## src/rtl/semafor_pkg.sv

```systemverilog
// Shared types and defaults for the semafor traffic-light blocks:
// button-conditioner FSM states, controller phase encoding, default timings.
package semafor_pkg;

    localparam int SEMAFOR_DEBOUNCE_DEF = 1000;
    localparam int SEMAFOR_LOCKOUT_DEF  = 30;

    typedef enum logic [1:0] {
        IDLE = 2'b00,
        REQ  = 2'b01,
        LOCK = 2'b10
    } btn_state_t;

    typedef enum logic [1:0] {
        PH_CAR_GREEN  = 2'b00,
        PH_CAR_YELLOW = 2'b01,
        PH_PED_GREEN  = 2'b10,
        PH_ALL_RED    = 2'b11
    } semafor_phase_t;

    // A counter for n states still needs at least one bit when n is 1.
    function automatic int cntWidth(input int n);
        return (n > 2) ? $clog2(n) : 1;
    endfunction

endpackage

```

## src/rtl/semafor_btn_req_if.sv

```systemverilog
// Button-request bundle between the raw push-button side, the conditioner
// and the traffic-light controller.
interface semafor_btn_req_if;

    logic btn_raw;
    logic req_ack;
    logic btn_req;
    logic btn_pressed;
    logic btn_level;
    logic lockout;

    modport master (
        output btn_raw,
        output req_ack,
        input  btn_req,
        input  btn_pressed,
        input  btn_level,
        input  lockout
    );

    modport slave (
        input  btn_raw,
        input  req_ack,
        output btn_req,
        output btn_pressed,
        output btn_level,
        output lockout
    );

endinterface

```

## src/rtl/semafor_sync2.sv

```systemverilog
// Generic two-flop synchroniser for asynchronous single-bit inputs,
// asynchronous active-low reset.
module semafor_sync2 (
    input  logic clk,
    input  logic rst_n,
    input  logic d_i,
    output logic q_o
);

    logic meta_q;
    logic sync_q;

    always_ff @(posedge clk or negedge rst_n) begin
        if (!rst_n) begin
            meta_q <= 1'b0;
            sync_q <= 1'b0;
        end else begin
            meta_q <= d_i;
            sync_q <= meta_q;
        end
    end

    assign q_o = sync_q;

endmodule

```

## src/rtl/semafor_btn_req.sv

```systemverilog
// Pedestrian push-button conditioner: synchronise, debounce, edge-detect and
// hold one request until acknowledged. Optional lockout: SEMAFOR_BTN_LOCKOUT_EN.
module semafor_btn_req
    import semafor_pkg::*;
#(
    parameter int DEBOUNCE_CYCLES = SEMAFOR_DEBOUNCE_DEF,
    parameter int LOCKOUT_CYCLES  = SEMAFOR_LOCKOUT_DEF
) (
    input logic              clk,
    input logic              rst_n,
    semafor_btn_req_if.slave bus
);

    localparam int DEB_W = $clog2(DEBOUNCE_CYCLES);
    localparam logic [DEB_W-1:0] DEB_MAX = DEB_W'(DEBOUNCE_CYCLES - 1);

    if (DEBOUNCE_CYCLES < 2 || LOCKOUT_CYCLES < 1) begin : g_badParams
        $error("semafor_btn_req: DEBOUNCE_CYCLES must be >= 2, LOCKOUT_CYCLES >= 1");
    end

    logic             btnSync;
    logic             btnLevel_q, btnLevel_d;
    logic [DEB_W-1:0] debCnt_q, debCnt_d;
    logic             levelPrev_q;
    logic             pressed_q;
    logic             rise;
    btn_state_t       state_q, state_d;

    semafor_sync2 u_sync (
        .clk   (clk),
        .rst_n (rst_n),
        .d_i   (bus.btn_raw),
        .q_o   (btnSync)
    );

    // Any cycle where sync agrees with the accepted level restarts the count.
    always_comb begin
        btnLevel_d = btnLevel_q;
        debCnt_d   = '0;
        if (btnSync != btnLevel_q) begin
            if (debCnt_q == DEB_MAX) begin
                btnLevel_d = btnSync;
            end else begin
                debCnt_d = debCnt_q + DEB_W'(1);
            end
        end
    end

    assign rise = btnLevel_q & ~levelPrev_q;

`ifdef SEMAFOR_BTN_LOCKOUT_EN
    localparam int LOCK_W = cntWidth(LOCKOUT_CYCLES);
    localparam logic [LOCK_W-1:0] LOCK_MAX = LOCK_W'(LOCKOUT_CYCLES - 1);

    logic [LOCK_W-1:0] lockCnt_q, lockCnt_d;

    always_ff @(posedge clk or negedge rst_n) begin
        if (!rst_n) begin
            lockCnt_q <= '0;
        end else begin
            lockCnt_q <= lockCnt_d;
        end
    end
`endif

    // The ack in REQ takes priority over a coincident press, which is dropped.
    always_comb begin
        state_d = state_q;
`ifdef SEMAFOR_BTN_LOCKOUT_EN
        lockCnt_d = '0;
`endif
        unique case (state_q)
            IDLE: begin
                if (rise) begin
                    state_d = REQ;
                end
            end
            REQ: begin
                if (bus.req_ack) begin
`ifdef SEMAFOR_BTN_LOCKOUT_EN
                    state_d = LOCK;
`else
                    state_d = IDLE;
`endif
                end
            end
`ifdef SEMAFOR_BTN_LOCKOUT_EN
            LOCK: begin
                if (lockCnt_q == LOCK_MAX) begin
                    state_d = IDLE;
                end else begin
                    lockCnt_d = lockCnt_q + LOCK_W'(1);
                end
            end
`endif
            default: begin
                state_d = IDLE;
            end
        endcase
    end

    always_ff @(posedge clk or negedge rst_n) begin
        if (!rst_n) begin
            btnLevel_q  <= 1'b0;
            debCnt_q    <= '0;
            levelPrev_q <= 1'b0;
            pressed_q   <= 1'b0;
            state_q     <= IDLE;
        end else begin
            btnLevel_q  <= btnLevel_d;
            debCnt_q    <= debCnt_d;
            levelPrev_q <= btnLevel_q;
            pressed_q   <= rise;
            state_q     <= state_d;
        end
    end

    assign bus.btn_req     = (state_q == REQ);
    assign bus.btn_pressed = pressed_q;
    assign bus.btn_level   = btnLevel_q;
`ifdef SEMAFOR_BTN_LOCKOUT_EN
    assign bus.lockout     = (state_q == LOCK);
`else
    assign bus.lockout     = 1'b0;
`endif

endmodule

```

## src/flat_wrapper.sv

```systemverilog
// flat-port wrapper written by rule: the top's interface ports become plain ports
module semafor_btn_req_flat import semafor_pkg::*;
#(
    parameter int DEBOUNCE_CYCLES = SEMAFOR_DEBOUNCE_DEF,
    parameter int LOCKOUT_CYCLES  = SEMAFOR_LOCKOUT_DEF
)
  (clk, rst_n, bus_btn_raw, bus_req_ack, bus_btn_req, bus_btn_pressed, bus_btn_level, bus_lockout);
  semafor_btn_req_if bus_i ();
  input logic clk;
  input logic rst_n;
  input wire logic [$bits(bus_i.btn_raw)-1:0] bus_btn_raw;
  input wire logic [$bits(bus_i.req_ack)-1:0] bus_req_ack;
  output wire logic [$bits(bus_i.btn_req)-1:0] bus_btn_req;
  output wire logic [$bits(bus_i.btn_pressed)-1:0] bus_btn_pressed;
  output wire logic [$bits(bus_i.btn_level)-1:0] bus_btn_level;
  output wire logic [$bits(bus_i.lockout)-1:0] bus_lockout;
  assign bus_i.btn_raw = bus_btn_raw;
  assign bus_i.req_ack = bus_req_ack;
  assign bus_btn_req = bus_i.btn_req;
  assign bus_btn_pressed = bus_i.btn_pressed;
  assign bus_btn_level = bus_i.btn_level;
  assign bus_lockout = bus_i.lockout;
  semafor_btn_req #(.DEBOUNCE_CYCLES(DEBOUNCE_CYCLES), .LOCKOUT_CYCLES(LOCKOUT_CYCLES)) u_core (.clk(clk), .rst_n(rst_n), .bus(bus_i));
endmodule
```

## config.mk

```make
export PLATFORM = sky130hd
export DESIGN_NAME = semafor_btn_req_flat
export DESIGN_NICKNAME = d
export VERILOG_FILES = /design/src/rtl/semafor_pkg.sv /design/src/rtl/semafor_btn_req_if.sv /design/src/rtl/semafor_sync2.sv /design/src/rtl/semafor_btn_req.sv /design/src/flat_wrapper.sv
export SDC_FILE = /design/constraint.sdc
export NUM_CORES = 1
export LEC_CHECK = 0
export CAP_MARGIN = 10
export CORE_MARGIN = 2
export CORE_UTILIZATION = 40
export CTS_CLUSTER_SIZE = 16
export DETAILED_ROUTE_END_ITERATION = 10
export PLACE_DENSITY = 0.65
export SYNTH_ARGS = -nofsm -noshare
export SYNTH_HDL_FRONTEND = slang
export SYNTH_SLANG_ARGS = --single-unit
export TNS_END_PERCENT = 1
```

## constraint.sdc

```tcl
create_clock -name clk -period 3.9 [get_ports clk]
set_input_delay 0.585 -clock clk [delete_from_list [all_inputs] [get_ports clk]]
set_output_delay 0.585 -clock clk [all_outputs]
set_load 0.01 [all_outputs]
```

==> reports/results.txt, run 1 <==
fmax - 0.5431 GHz
worst reg2reg path endpoint - u_core.bus.btn_level$_DFFE_PN0P_
post-synthesis cell type count - 30
crit path cell chain - clkdlybuf4s50_1
share of post-route cells with drive strength above 1 - 12.68%
crit share post-route - 47.21%
Hold Crit Class - reg -> reg
worst skew pair latency - 280 ps
Core Area - 1708 um^2
min Tclk post-route - 1841 ps
placed cell count - 92
initial core utilization - 41.76%
CP Depth - 1
PD cells - 350.2 nW/um^2
first-pass detailed-route iteration total - 4
mapped cell area - 713.2 um^2
relative slew slack - 54.28%
clk slew on worst S/H paths - 90 ps
Hold-fix buffers, CTS - 0
crit end category - output pin
CP Class - reg -> out
syn avg cell area - 11.50 um^2
number of I/O port buffers - 6
Worst setup startpoint - u_core.bus.btn_level$_DFFE_PN0P_
Layout area overhead - 16.84%
CTS Sinks - 16
Final Slew Violations - 0
Slew @ Worst Pin - 683.6 ps
number of endpoints failing setup at the final stage - 0
RSZ-0062 raised after global routing - no
Overflow after GRT - 0
n_diodes - 0
# rows - 15
Root Buffer - clkbuf_4
CTS buffer count - 3
required time of the critical path - 3310 ps
Die ar. - 2137 um^2
FF+latch count, synth - 16
fill count - 162
most common cell in the netlist - dfrtp_1
cells after synthesis - 62
Hold Fails Final Rpt - 0
WL/cell - 11.19 um
Total Wirelength - 1074 um
multi-input logic area - 294.0 um^2
worst-case clock buffer depth - 2
Seq. cell area - 400.4 um^2
Ports - 8
final clock skew - 5.143 ps
CTS tree - built
Max Cap Viol - 0
synth warn - 0
htree depth - 1
VDD IR max - 0.0002517 V
GP Congestion - 0.7126
first-pass GRT wire length - 1980 um
sequential area share after synthesis - 56.14%
Setup crit start kind - flip-flop
DRC Markers - 0
fin cells - 96
LEAKAGE - 0.3491 nW
status - completed
Worst path slowest cell - clkdlybuf4s50_1
hold path start - u_core.u_sync.meta_q$_DFF_PN0_
vias per std cell - 5.052
post_cts resized - 0
Worst R2R Start - u_core.debCnt_q[0]$_DFF_PN0_
max incr delay on CP - 560 ps
most used flip-flop cell after synthesis - dfrtp_1
Worst Path Arrival - 1260 ps
Buf/Inv on CP - 1
Post-synth ARST share - 100.0%
vias - 485
path depth of the worst reg2reg path - 4
Critical Path Fanout Max - 5
initial antenna violation count - 0
Worst Hold End - u_core.u_sync.q_o$_DFF_PN0_
EDFF count, synth - 0
Synth top area share - 56.14%
total global-route track usage - 13.27%
syn_nets - 67
largest net degree at the start of global routing - 17
Post-CTS Setup Bufs - 0
CP delay by family, top - buffers and inverters
Die W - 46.23 um
total power - 0.2919 mW
post-route ant nets - 0
final net count - 77
vias in the first global route - 460
cell taking the most area after synthesis - dfrtp_1
synth top area cells - dfrtp_1 56%, nor2_1 2.6%, xnor2_1 2.5%, xor2_1 2.5%, and4bb_4 2.3%
iteration-0 DRC count of the detailed router - 7
Hold Crit Depth - 0
die height - 46.23 um
setup TNS - 0 ps
R2R Setup Slk - 2450 ps
Post-synth top cells - 16 x dfrtp_1, 5 x nor2_1, 3 x a21oi_1, 3 x inv_1, 3 x nand3_1
detailed placement HPWL - 820.3 um
[flip-flops by register name, summed over array words and instances, names as in the netlist]
register                cells
u_core.u_sync.q_o           1
u_core.bus.btn_level        1
u_core.state_q              1
u_core.debCnt_q            10
u_core.bus.btn_pressed      1
u_core.u_sync.meta_q        1
u_core.levelPrev_q          1
[metal layers]
layer | routed length (um) | track usage [%]
met3 | 19 | 3.529
met1 | 537 | 18.18
met5 | 0 | 0
met4 | 8 | 5.143
met2 | 510 | 20.00
[power by group]
| group | total (mW) | internal [mW] | switching, mW | leakage, nW |
|---|---|---|---|---|
| Clock | 0.105 | 0.0567 | 0.0483 | 0.0210 |
| Combinational | 0.0143 | 0.00632 | 0.00797 | 0.112 |
| Sequential | 0.173 | 0.169 | 0.00324 | 0.216 |
[kinds of logic (layout without fill, tap and decap cells)]
logic type | after synthesis | in the layout | share of synthesized area (%)
AO/OA/AOI/OAI | 11 | 11 | 10.35
XOR/XNOR | 4 | 4 | 4.913
adder cells (fa/ha/maj) | 1 | 1 | 1.754
buffers and inverters | 4 | 13 | 2.632
flip-flops | 16 | 16 | 56.14
multiplexers | 2 | 2 | 3.158
other | 1 | 1 | 0.5258
AND/OR/NAND/NOR | 23 | 23 | 20.53
[cells in the final DEF (no fill, tap or decap), drive strengths merged, types with 2 or more instances in the layout]
master | synthesis | final
nor2 | 5 | 5
mux2 | 2 | 2
clkdlybuf4s50 | 0 | 6
nand3 | 4 | 4
dfrtp | 16 | 16
a21oi | 3 | 3
or3 | 2 | 2
o21ai | 2 | 2
xor2 | 2 | 2
clkbuf | 0 | 4
inv | 3 | 3
nand2 | 3 | 3
or4 | 2 | 2
nand4 | 2 | 2
xnor2 | 2 | 2
[metrics by stage]
step           area (um^2)  util, %  hold slack, ps  worst slack (ps)
4_1_cts              833.3    48.79           362.5              2052
6_report             833.3    48.79           359.8              2059
3_3_place_gp         797.0    46.67           335.7              2389
2_1_floorplan        713.2        -           289.4              2522
3_5_place_dp         797.0    46.67           341.1              2370
5_1_grt              833.3    48.79           366.5              1991
[worst max-delay path by stage]
stage	to	slack, ps
after detailed placement	bus_btn_level	2370
after global placement	bus_btn_level	2390
after CTS	bus_btn_level	2050
final	bus_btn_level	2060
after floorplan	u_core.bus.btn_level$_DFFE_PN0P_	2520
after global routing	bus_btn_level	1990
[cell type report]
class	count	area share (%)
Multi-Input combinational cell	42	35.29
Inverter	3	1.351
Timing Repair Buffer	6	7.207
Sequential cell	16	48.05
Clock buffer	4	4.354
Tap cell	25	3.754
(Power assumes the default switching activity.)
==> inputs of run 2 (changes only) <==
clock period = 1.7 ns   (was 3.9 ns; I/O delays follow)
==> run 2 against run 1 <==
Net effect: sequential power increased by 130%; register-to-register slack got worse by 2200 ps; global-route usage is 0.060 points higher; clock power grew 140%; highest routed layer unchanged; setup slack got worse by 1900 ps.
==> reports/results.txt, run 2 (synthesized netlist as in run 1, its figures left out) <==
vias - 487
status - completed
Root Buffer - clkbuf_4
commonest non-fill, non-tap cell in the layout - dfrtp_1
grt met1 use - 16.83%
crit path cell chain - clkdlybuf4s50_1
crit end category - output pin
fin cells - 97
GRT met3 Usage - 2.353%
GP Congestion - 0.8409
detailed placement HPWL - 842 um
# rows - 15
Ports - 8
Hold Fails Final Rpt - 0
total global-route track usage - 13.33%
final clock skew - 2.196 ps
clk slew on worst S/H paths - 90 ps
Final Slew Violations - 0
largest net degree at the start of global routing - 17
vias in the first global route - 458
Max Cap Viol - 0
R2R Setup Slk - 230 ps
Layout area overhead - 17.89%
Hold Crit Class - in -> async
hold_ws - 268.3 ps
VDD IR max - 0.0004787 V
Hold-fix buffers, CTS - 0
Overflow after GRT - 0
Worst Path Arrival - 1270 ps
max incr delay on CP - 560 ps
gr busiest metal - met2
Total Wirelength - 1147 um
required time of the critical path - 1440 ps
CTS tree - built
min Tclk post-route - 1520 ps
Largest register FFs - 10
CP delay by family, top - buffers and inverters
fmax - 0.6578 GHz
worst skew pair latency - 290 ps
GR Util met2 - 20.83%
Worst setup startpoint - u_core.bus.btn_level$_DFFE_PN0P_
CP Class - reg -> out
commonest non-fill, non-tap cells in the layout - 16 x dfrtp_1, 6 x clkdlybuf4s50_1, 5 x nor2_1
final net count - 78
worst-case clock buffer depth - 2
first-pass detailed-route iteration total - 4
Buf/Inv on CP - 1
PD cells - 805.4 nW/um^2
initial core utilization - 41.76%
n_diodes - 0
initial antenna violation count - 0
crit share post-route - 89.43%
Setup crit start kind - flip-flop
Worst R2R Start - u_core.debCnt_q[0]$_DFF_PN0_
fill count - 162
vias per std cell - 5.021
post_cts resized - 0
path depth of the worst reg2reg path - 4
number of I/O port buffers - 6
worst reg2reg path endpoint - u_core.bus.btn_level$_DFFE_PN0P_
RSZ-0062 raised after global routing - no
Post-CTS Setup Bufs - 0
htree depth - 1
LEAKAGE - 0.3540 nW
CTS buffer count - 3
share of post-route cells with drive strength above 1 - 13.89%
number of endpoints failing setup at the final stage - 0
placed cell count - 93
Core Util, Final - 49.23%
CTS Sinks - 16
iteration-0 DRC count of the detailed router - 2
Core Area - 1708 um^2
WL/cell - 11.82 um
Critical Path Fanout Max - 5
Worst path slowest cell - clkdlybuf4s50_1
die height - 46.23 um
Top reg by flops - u_core.debCnt_q
setup TNS - 0 ps
DRC Markers - 0
Die W - 46.23 um
first-pass GRT wire length - 1945 um
post-route ant nets - 0
Die ar. - 2137 um^2
run 2: cell count changes in the layout (fill, tap and decap cells not counted):
cell / before / now
buf_4: 0 / 1
run 2: per-layer routing:
layer | vias up | part of all wire (%)
met5 | - | 0
met4 | 0 | 3.6
met3 | 5 | 2.4
met2 | 7 | 47
met1 | 229 | 47
li1 | 246 | -
run 2: final cells by class:
type	count	area, um^2	share of cell area, %
Inverter	3	11.26	1.339
Sequential cell	16	400.4	47.62
Timing Repair Buffer	7	67.56	8.036
Clock buffer	4	36.28	4.315
Tap cell	25	31.28	3.720
Multi-Input combinational cell	42	294.0	34.97
run 2: worst max-delay path by stage:
stage,slack (ps),endpoint,cells past startpoint
2_1_floorplan,320,u_core.bus.btn_level$_DFFE_PN0P_,4
3_3_place_gp,290,u_core.bus.btn_level$_DFFE_PN0P_,4
3_5_place_dp,250,u_core.bus.btn_level$_DFFE_PN0P_,4
4_1_cts,160,bus_btn_level,1
5_1_grt,100,bus_btn_level,1
6_report,180,bus_btn_level,1
run 2: power breakdown:
part / total, mW / leakage (nW) / switching, mW / internal [mW]
logic: 0.0335 / 0.117 / 0.0179 / 0.0156
clock network: 0.248 / 0.0210 / 0.117 / 0.131
registers: 0.396 / 0.216 / 0.00745 / 0.388
run 2: per-stage QoR:
step / total power, mW / setup WS [ps] / cell area (um^2)
finish: 0.6772 / 179.7 / 840.8
detailed placement: 0.4376 / 250.8 / 804.5
CTS: 0.6843 / 162.9 / 840.8
global route: 0.7087 / 103.6 / 840.8
floorplan: 0.4191 / 322.0 / 713.2
global placement: 0.4377 / 293.0 / 804.5
==> edit, RTL diff (config.mk and constraints of run 1) <==
Build with the macro `SEMAFOR_BTN_LOCKOUT_EN` defined.
--- a/src/rtl/semafor_btn_req.sv
+++ b/src/rtl/semafor_btn_req.sv
@@ -1,4 +1,6 @@
 // Pedestrian push-button conditioner: synchronise, debounce, edge-detect and
 // hold one request until acknowledged. Optional lockout: SEMAFOR_BTN_LOCKOUT_EN.
+`define SEMAFOR_BTN_LOCKOUT_EN
+
 module semafor_btn_req
     import semafor_pkg::*;
Function: no difference found for any inputs over 10 cycles, from zero or initial values and one cycle with rst_n low; that may be too few to reach the edited logic, so the function may still have changed.
==> edit against run 1 <==
- setup slack worse by 0.18 ns
- power up 46%
- routed wire length up 41%
- synthesized cell count up 40%
- sequential cell count up 6
- area after synthesis up 36%
- design area up 35%
- largest power group unchanged
- critical path type unchanged
==> edit: results (changes against run 1) <==
Clocking
  • Clk slew on worst S/H paths: 0.13 ns (+0.04 ns)
  • Post-CTS Resized: 0 (unchanged)
  • Post-CTS Setup Inserts: 0 (unchanged)
  • Clk_lat worst skew: 0.31 ns (+0.03 ns)

Timing
  • Hold WS: 0.375 ns (+0.0153 ns)
  • Tmin final: 2.02 ns (+0.175 ns)
  • Setup Skew: 0.00666 ns (+0.00152 ns)
  • Relative slew slack: 37.6% (-17 points)

Pwr
  • Gate power share: 3.7% (-1.2 points)
  • Sequential power share: 55.1% (-4.0 points)
  • Switching share of total power: 20.0% (-0.37 points)
  • Sequential power: 0.000235 W (+36%)
  • Leakage: 0.480 nW (+37%)
  • Peak VDD IR: 0.000299 V (+19%)

Global route
  • Met2 usage: 22.8% (+2.8 points)
  • Pin count of the biggest net entering global routing: 23 (+6)
  • GRT Util Overall: 13.3% (+0.026 points)
  • Met1 GRT Util: 15.2% (-3.0 points)
  • First-pass GRT wire length: 2.73 mm (+38%)
  • Vias in the first global route: 651 (+42%)
  • Met3 usage: 5.08% (+1.6 points)

Routing
  • Vias per cell: 5.11 (+1.2%)
  • 1st-iter DRT viols: 11 (+4)
  • Vias: 644 (+33%)
  • Met1 WL: 729 um (+36%)
  • Met2 wire len: 692 um (+36%)
  • Wirelength, routed: 1.51 mm (+41%)
  • DR WL met3: 75 um (+290%)

Layout
  • Final nets: 106 (+38%)
  • Ant. Diodes: 0 (unchanged)
  • Share of cells above drive strength 1: 8.16% (-4.5 points)

Critical path
  • Worst EP arrival: 1.43 ns (+0.17 ns)
  • Maximum fanout along the worst path: 3 (-2)
  • R2R setup slack: 2.34 ns (-0.11 ns)
  • Reg-to-reg endpoint: u_core.debCnt_q[3]
  • Critical Path Sink: bus_btn_req
  • CP Launch Point: u_core.state_q[0]

Yosys
  • Mapped Cells: 87 (+40%)
  • Synth top area cells: dfrtp_1, nor2_1, ha_1, xnor2_1, xor2_1
  • Seq/Total Area, Yosys: 56.7% (+0.56 points)
  • Mux cell area share after synthesis: 2.19% (-0.97 points)
  • Post-synthesis xor/xnor area fraction: 7.22% (+2.3 points)
  • Syn Nets: 94 (+40%)
  • Commonest cells post-synth: dfrtp_1, nor2_1, inv_1, nand3_1, o21ai_0
  • Synth unique cells: 22 (-27%)
  • Adder-Cell Fraction of Synth Area: 3.87% (+2.1 points)
  • Compound-Gate Fraction of Synth Area: 9.54% (-0.81 points)
  • Synth warn: 0 (unchanged)

Placed design
  • Dpl hpwl: 1.07 mm (+30%)
  • Global placer's final weighted congestion: 0.718 (+0.76%)
  • Placed cells: 122 (+33%)
  • IO Port Bufs: 7 (+1)
  • Worst slack, placed: 2.06 ns (-0.305 ns)

Worst hold path
  • Worst Hold Class: register to register
  • Cell depth of the worst hold path: 0 (unchanged)

Status
  • Status: finished clean
==> edit: cell count changes in the layout (fill, tap and decap cells not counted), moves of 2 or more <==
| cell | before | now |
|---|---|---|
| inv_1 | 3 | 5 |
| nor2b_1 | 1 | 3 |
| dfrtp_1 | 16 | 22 |
| nand2_1 | 2 | 4 |
| nand4_1 | 2 | 4 |
| nand3_1 | 3 | 5 |
| o21ai_0 | 2 | 5 |
| or4_1 | 2 | 0 |
| xnor2_1 | 2 | 4 |
| nor2_1 | 5 | 12 |
| ha_1 | 1 | 3 |
| or3_1 | 2 | 4 |
| xor2_1 | 2 | 4 |
==> edit: layout make-up <==
class,count,area [um2]
clock buffers,3,22.5
inverters,5,18.8
multi-input cells,60,402
flip-flops and latches,22,551
repair buffers,7,70.1
clock inverters,1,30.0
fillers,219,1130
well taps,28,35.0
==> edit: worst max-delay path, cell delays in order, from the launching register on <==
cell and delay, ns:
dfrtp_1 0.40, nor2b_1 0.17, clkdlybuf4s50_1 0.55
